[src/rtl/dircc_types_pkg.sv]
// Shared DiRCC types: per-device state word, compute-scheduler FSM encoding
// and the timeout counter width.
package dircc_types_pkg;

  typedef logic [31:0] dircc_state_t;

  localparam int unsigned DIRCC_SCHED_CNT_W = 16;

  typedef enum logic [2:0] {
    SCHED_IDLE,
    SCHED_READ,
    SCHED_LOAD,
    SCHED_COMPUTE,
    SCHED_WRITE,
    SCHED_DONE
  } dircc_sched_state_t;

endpackage

[src/rtl/dircc_compute_scheduler.sv]
// Sweeps every device slot of the state RAM through the compute handler.
// Optional build macro: DIRCC_SCHED_SKIP_UNCHANGED_EN suppresses write-back of unchanged state.
module dircc_compute_scheduler
  import dircc_types_pkg::*;
#(
  parameter int unsigned NUM_DEVICES    = 16,
  parameter int unsigned TIMEOUT_CYCLES = 64,
  parameter int unsigned IDX_W          = (NUM_DEVICES > 1) ? $clog2(NUM_DEVICES) : 1
) (
  input  logic                         clk,
  input  logic                         reset_n,
  input  logic                         start,
  output logic                         busy,
  output logic                         done,
  output logic                         state_rd_en,
  output logic [IDX_W-1:0]             state_rd_addr,
  input  dircc_state_t                 state_rd_data,
  output dircc_state_t                 handler_read_state,
  output logic                         handler_start,
  input  dircc_state_t                 handler_write_state,
  input  logic                         handler_write_state_valid,
  output logic                         state_wr_en,
  output logic [IDX_W-1:0]             state_wr_addr,
  output dircc_state_t                 state_wr_data,
  output logic [DIRCC_SCHED_CNT_W-1:0] timeout_count
);

  localparam int unsigned TMR_W = (TIMEOUT_CYCLES > 1) ? $clog2(TIMEOUT_CYCLES) : 1;
  localparam logic [IDX_W-1:0] LAST_IDX  = IDX_W'(NUM_DEVICES - 1);
  localparam logic [TMR_W-1:0] LAST_TICK = TMR_W'(TIMEOUT_CYCLES - 1);

  dircc_sched_state_t state;
  logic [IDX_W-1:0]   idx;
  logic [TMR_W-1:0]   timer;
  logic               timed_out;
  logic               advance;

  // Outputs are registered, so each branch programs the strobes of the state it enters.
  always_comb begin
    timed_out = (state == SCHED_COMPUTE) && !handler_write_state_valid && (timer == LAST_TICK);
    advance   = (state == SCHED_WRITE) || timed_out;
  end

  always_ff @(posedge clk or negedge reset_n) begin
    if (!reset_n) begin
      state              <= SCHED_IDLE;
      idx                <= '0;
      timer              <= '0;
      busy               <= 1'b0;
      done               <= 1'b0;
      state_rd_en        <= 1'b0;
      state_rd_addr      <= '0;
      handler_read_state <= '0;
      handler_start      <= 1'b0;
      state_wr_en        <= 1'b0;
      state_wr_addr      <= '0;
      state_wr_data      <= '0;
      timeout_count      <= '0;
    end else begin
      done          <= 1'b0;
      state_rd_en   <= 1'b0;
      state_wr_en   <= 1'b0;
      handler_start <= 1'b0;

      case (state)
        SCHED_IDLE: begin
          if (start) begin
            idx           <= '0;
            busy          <= 1'b1;
            state_rd_en   <= 1'b1;
            state_rd_addr <= '0;
            state         <= SCHED_READ;
          end
        end
        SCHED_READ: state <= SCHED_LOAD;
        SCHED_LOAD: begin
          handler_read_state <= state_rd_data;
          handler_start      <= 1'b1;
          timer              <= '0;
          state              <= SCHED_COMPUTE;
        end
        SCHED_COMPUTE: begin
          if (handler_write_state_valid) begin
`ifdef DIRCC_SCHED_SKIP_UNCHANGED_EN
            state_wr_en <= (handler_write_state != handler_read_state);
`else
            state_wr_en <= 1'b1;
`endif
            state_wr_addr <= idx;
            state_wr_data <= handler_write_state;
            state         <= SCHED_WRITE;
          end else if (timed_out) begin
            if (timeout_count != '1) timeout_count <= timeout_count + 1'b1;
          end else begin
            timer <= timer + 1'b1;
          end
        end
        SCHED_WRITE: ;
        SCHED_DONE: begin
          busy  <= 1'b0;
          state <= SCHED_IDLE;
        end
        default: state <= SCHED_IDLE;
      endcase

      // Shared slot advance for the write-back and timeout exits of a slot.
      if (advance) begin
        if (idx == LAST_IDX) begin
          done  <= 1'b1;
          state <= SCHED_DONE;
        end else begin
          idx           <= idx + 1'b1;
          state_rd_en   <= 1'b1;
          state_rd_addr <= idx + 1'b1;
          state         <= SCHED_READ;
        end
      end
    end
  end

endmodule

[config.mk]
export PLATFORM = sky130hd
export DESIGN_NAME = dircc_compute_scheduler
export DESIGN_NICKNAME = d
export VERILOG_FILES = /design/src/rtl/dircc_types_pkg.sv /design/src/rtl/dircc_compute_scheduler.sv
export SDC_FILE = /design/constraint.sdc
export NUM_CORES = 1
export LEC_CHECK = 0
export ABC_AREA = 1
export CORE_MARGIN = 5
export CORE_UTILIZATION = 30
export DETAILED_ROUTE_END_ITERATION = 8
export DONT_BUFFER_PORTS = 1
export PLACE_DENSITY = 0.54
export SLEW_MARGIN = 30
export SYNTH_ARGS = -nofsm -noshare
export SYNTH_HDL_FRONTEND = slang
export SYNTH_SLANG_ARGS = --single-unit
[constraint.sdc]
create_clock -name clk -period 1.5 [get_ports clk]
set_input_delay 0.3 -clock clk [delete_from_list [all_inputs] [get_ports clk]]
set_output_delay 0.3 -clock clk [all_outputs]
set_load 0.01 [all_outputs]
### Word level (Yosys, flattened, before mapping)

Cells that the tools add are included.

* add/sub/neg operators: 3
* bitwise gates (word level): 1
* equality and inequality tests: 14
* muxes and demuxes: 27
* reductions and logical operators: 12

Operators with widths (number)
* $mux W4: 8
* $add A16 B1 Y16 const B: 1
* $ne A16 B16 Y1 const B: 1
* $pmux W3 S5: 1
* $mux W3: 4
* $mux W6: 2
* $pmux W6 S2: 1
* $mux W1: 10
* $ne A2 B2 Y1 const B: 4
* $add A6 B1 Y6 const B: 1
* $eq A3 B2 Y1 const B: 2
* $eq A3 B3 Y1 const B: 2
* $eq A6 B6 Y1 const B: 1
* $ne A3 B3 Y1 const B: 2
* $reduce_and A3 Y1: 2
* $add A4 B1 Y4 const B: 1
* $eq A4 B4 Y1 const B: 1
* $reduce_and A2 Y1: 2
* $reduce_and A4 Y1: 1
* $reduce_bool A2 Y1: 2
* $eq A3 B1 Y1 const B: 1
* $logic_not A3 Y1: 1
* $logic_and A1 B1 Y1: 2
* $pmux W1 S2: 1
* other kinds (3): 3

* input port bits: 68
* register bits: 106
* output and inout port bits: 93

### Longest topological paths before layout

* depth in word-level cells: 6
* depth in mapped cells: 9
* gate-level depth less buffers: 8

### Worst setup path after synthesis

Ideal clock, no wire load.

* kind: flip-flop to flip-flop
* from: register timeout_count[0]
* to: register timeout_count[2]
* arrival: 1.475 ns
* cell stages (with the launch flop): 10
* buffers on the path: 1
* required time: 1.384 ns
* slack: -0.091 ns
* setup time: 0.116 ns
* cell sequence: dfrtp_1 ha_1 inv_1 nor2_4 nand2_2 nor2_1 nor2_4 buf_6 nand2_1 nand2_1

* longest elaborated chain between the ends: 2

RTL lines
* from (decl): RTL line dircc_compute_scheduler.sv:25 `output logic [DIRCC_SCHED_CNT_W-1:0] timeout_count`
* from (signal assigned): RTL line dircc_compute_scheduler.sv:93 `if (timeout_count != '1) timeout_count <= timeout_count + 1'b1;`
* parallel branches: the longest is 2 deep, another holds $add A16 B1 Y16

Parallel ways; which one is timed is not known.
A chain may end at the register's enable or synchronous reset.

### Final worst setup path

* from: register state[2]
* to: register state_wr_addr[3]

* longest elaborated chain between the ends: 2

RTL lines
* from (decl): RTL line dircc_compute_scheduler.sv:32 `dircc_sched_state_t state;`
* from (signal assigned): RTL line dircc_compute_scheduler.sv:46 `state <= SCHED_IDLE;`
* from (signal assigned): RTL line dircc_compute_scheduler.sv:72 `state <= SCHED_READ;`
* from (signal assigned): RTL line dircc_compute_scheduler.sv:75 `SCHED_READ: state <= SCHED_LOAD;`
* $eq A3 B2 Y1: RTL line dircc_compute_scheduler.sv:65 `case (state)`
* $reduce_and A2 Y1 (no line)
* to (signal assigned): RTL line dircc_compute_scheduler.sv:89 `state_wr_addr <= idx;`
* to (decl): RTL line dircc_compute_scheduler.sv:23 `output logic [IDX_W-1:0] state_wr_addr,`

Every way passes these cells.

==> impl_metrics.py <==
metrics = {
    "run_status": {
        "outcome": "finished, violations left",
        "violations": "negative hold slack",
    },
    "grt": {
        "grt_pass1_wl_mm": 19.04,
        "gr-total-overflow": 0,
        "grtUsageTotal_pct": 13.34,
        "grt_antenna_before_repair": 0,
        "grt_max_degree": 107,
        "first_global_vias": 3645,
    },
    "finish": {
        "final_common_cell": "nand2_1",
        "drive_gt1_share_pct": 14.88,
        "layout.cells.non_filler": 786,
        "final_core_util_pct": 36.13,
        "antennaDiodeCount": 0,
        "syn_to_final_growth_pct": 18.64,
        "layout.nets": 664,
        "final_cell_mix": "nand2_1, dfrtp_1, buf_4",
    },
    "setup_path": {
        "cp_slowest_cell": "dfrtp_1",
        "required_ns": 1.73,
        "cp_max_fo": 24,
        "endpoint_kind": "flip-flop",
        "criticalPathCategory": "flip-flop to flip-flop",
        "ff2ff_path_depth": 6,
        "cp.arrival_ns": 1.63,
        "critPathMaxStageDelay_ns": 0.39,
        "path_cells": "buf_4 -> nor2_4 -> nand2_2 -> buf_4 -> nand2_1 -> o21ai_0",
        "start_kind": "flip-flop",
        "cpMostUsedCell": "buf_4",
    },
    "route": {
        "wl_per_cell_um": 14.80,
        "ant_nets": 0,
        "drt_iter0_markers": 159,
        "num_vias": 3604,
        "drcViolationCount": 0,
        "drt-total-wl_mm": 11.64,
        "vias_per_cell": 4.585,
        "firstDrtPassIters": 4,
    },
    "place": {
        "placed_cells": 768,
        "dpl_worst_slack_ns": -0.1332,
        "hpwl_mm": 8.593,
        "numPortBuffers": 0,
        "place_congestion": 0.8064,
    },
    "timing": {
        "hold_slack_ns": -0.3610,
        "fin_crit_ns": 1.398,
        "fin_skew_ns": 0.008678,
        "grt_setup_unrepaired": "true",
        "setup_ws_ns": 0.1020,
        "drv_slew": 0,
        "tns_ns": 0,
        "finalHoldViolations": 106,
        "min_period_over_period_pct": 93.20,
        "slew-limit-headroom_pct": 77.27,
        "setup_violations": 0,
        "tightestPinTransition_ns": 0.3409,
        "fmax_mhz": 715.3,
    },
    "synth": {
        "avgSynthCellArea_um2": 8.295,
        "synth_ff_type": "dfrtp_1",
        "synth_top_area_share_pct": 57.51,
        "synth_area_leaders": "dfrtp_1, nand2_1, nand3_1",
        "synthesis.area_um2": 4612,
        "synth-edff-count": 0,
        "syn-instance-count": 556,
        "ys_seq_area_share_pct": 57.51,
        "synth_warnings": 0,
        "async_flop_share_pct": 100.0,
        "synthesis.nets": 627,
        "ys_ff_latch": 106,
        "yosys.area.top_type": "dfrtp_1",
        "ys_types": 27,
    },
    "flow_run": {
        "maxCapViolations": 0,
    },
    "floorplanning": {
        "pin_count": 161,
        "die_h_um": 134.0,
        "start_util_pct": 30.45,
        "design.die.area_um2": 17950,
        "fp.dieW_um": 134.0,
        "core_area_um2": 15150,
        "num_rows": 45,
    },
    "cts": {
        "cts_tree": "built",
        "cts_root_buffer": "clkbuf_16",
        "cts_buffers": 9,
        "numClockSinks": 106,
        "path_clk_slew_ns": 0.08,
        "clk_latency_ns": 0.35,
        "clk_path_buf_depth": 2,
        "htree_num_levels": 3,
    },
    "pwr": {
        "power_leakage_nw": 2.879,
        "power_density_nw_per_um2": 1759,
        "finalPower_mw": 9.627,
        "peakVddDrop_v": 0.0007731,
    },
    "hold_path": {
        "worstHoldPathType": "input port to asynchronous set/reset pin",
    },
}
==> stage by stage <==
stage | instance area, um2 | hold slack [ns]
after floorplan | 4627 | 0.004409
after global placement | 5112 | 0.009367
after detailed placement | 5112 | 0.009197
after CTS | 5410 | -0.3802
after global routing | 5472 | -0.3967
final | 5472 | -0.3610
==> power breakdown <==
| part | total, mW | switching [mW] | internal, mW |
|---|---|---|---|
| Combinational | 2.14 | 1.33 | 0.817 |
| Clock | 2.35 | 1.14 | 1.21 |
| Sequential | 5.13 | 1.26 | 3.87 |
==> cells in the mapped netlist, types with 2 or more instances <==
cell type	n
o21bai_1	2
nor2_2	3
xnor2_1	2
clkbuf_1	4
buf_2	10
buf_6	2
o21ai_1	3
o21ai_0	8
or2_2	2
nand2_2	7
nand4_1	7
nand2_1	315
nand3_2	2
xor2_1	8
nor2_1	18
ha_1	3
inv_1	17
inv_2	2
nor2_4	3
nand3_1	26
dfrtp_1	106
==> critical path: cells and delay by family, from the launching register on <==
family                 cells  cell delay (ns)
buffers and inverters      2             0.41
flip-flops                 1             0.39
AND/OR/NAND/NOR            3             0.39
AO/OA/AOI/OAI              1             0.08
==> repair_timing <==
| item | CTS | global route |
|---|---|---|
| pin swaps | 0 | 1 |
| gates resized for setup | 1 | 13 |
| buffers inserted | 0 | 2 |
| endpoints found under the hold margin | 106 | 106 |
| setup endpoints to repair | 32 | 61 |
==> registers in the layout, indices dropped and copies added, names as in the netlist <==
name and cells:
state_wr_data 32, idx 4, timeout_count 16, state_wr_addr 4
handler_read_state 32, timer 6, done 1, state_rd_addr 4
handler_start 1, state_wr_en 1, busy 1, state_rd_en 1
state 3
==> logic make-up (layout without fill, tap and decap cells) <==
kind of cell | Yosys count | count (layout) | synth area share [%]
AND/OR/NAND/NOR | 385 | 385 | 34.07
flip-flops | 106 | 106 | 57.51
buffers and inverters | 37 | 79 | 3.690
AO/OA/AOI/OAI | 15 | 15 | 2.008
XOR/XNOR | 10 | 10 | 1.899
adder cells (fa/ha/maj) | 3 | 3 | 0.8140
==> metal layers <==
layer / GRT usage [%] / vias to the layer above / wire length, um
met5: 0 / - / 0
met4: 3.600 / 0 / 113
met3: 6.227 / 9 / 1241
met2: 20.89 / 133 / 5447
met1: 16.66 / 1678 / 4833
li1: - / 1784 / -
==> path summary, 6_finish.rpt <==
| path | start | to | slack, ns |
|---|---|---|---|
| worst max-delay path | state[2] | state_wr_addr[3] | 0.10 |
| worst min-delay path | reset_n | state_rd_en | -0.36 |
| worst max register to register | state[2] | state_wr_addr[3] | 0.10 |
| worst min register to register | state_wr_data[29] | state_wr_data[29] | 0.55 |
| max in group asynchronous | reset_n | timeout_count[2] | 1.60 |
| min in group clk | state_rd_data[15] | handler_read_state[15] | 0.06 |
==> cell type report <==
| class | instances | area, um2 |
|---|---|---|
| inverter | 20 | 80.08 |
| timing repair buffer | 43 | 364.1 |
| sequential | 106 | 2656 |
| fill | 1536 | 9674 |
| clock buffer | 10 | 239.0 |
| tap | 188 | 235.2 |
| clock inverter | 6 | 57.56 |
| multi-input combinational | 413 | 1839 |
(Power assumes the default switching activity.)
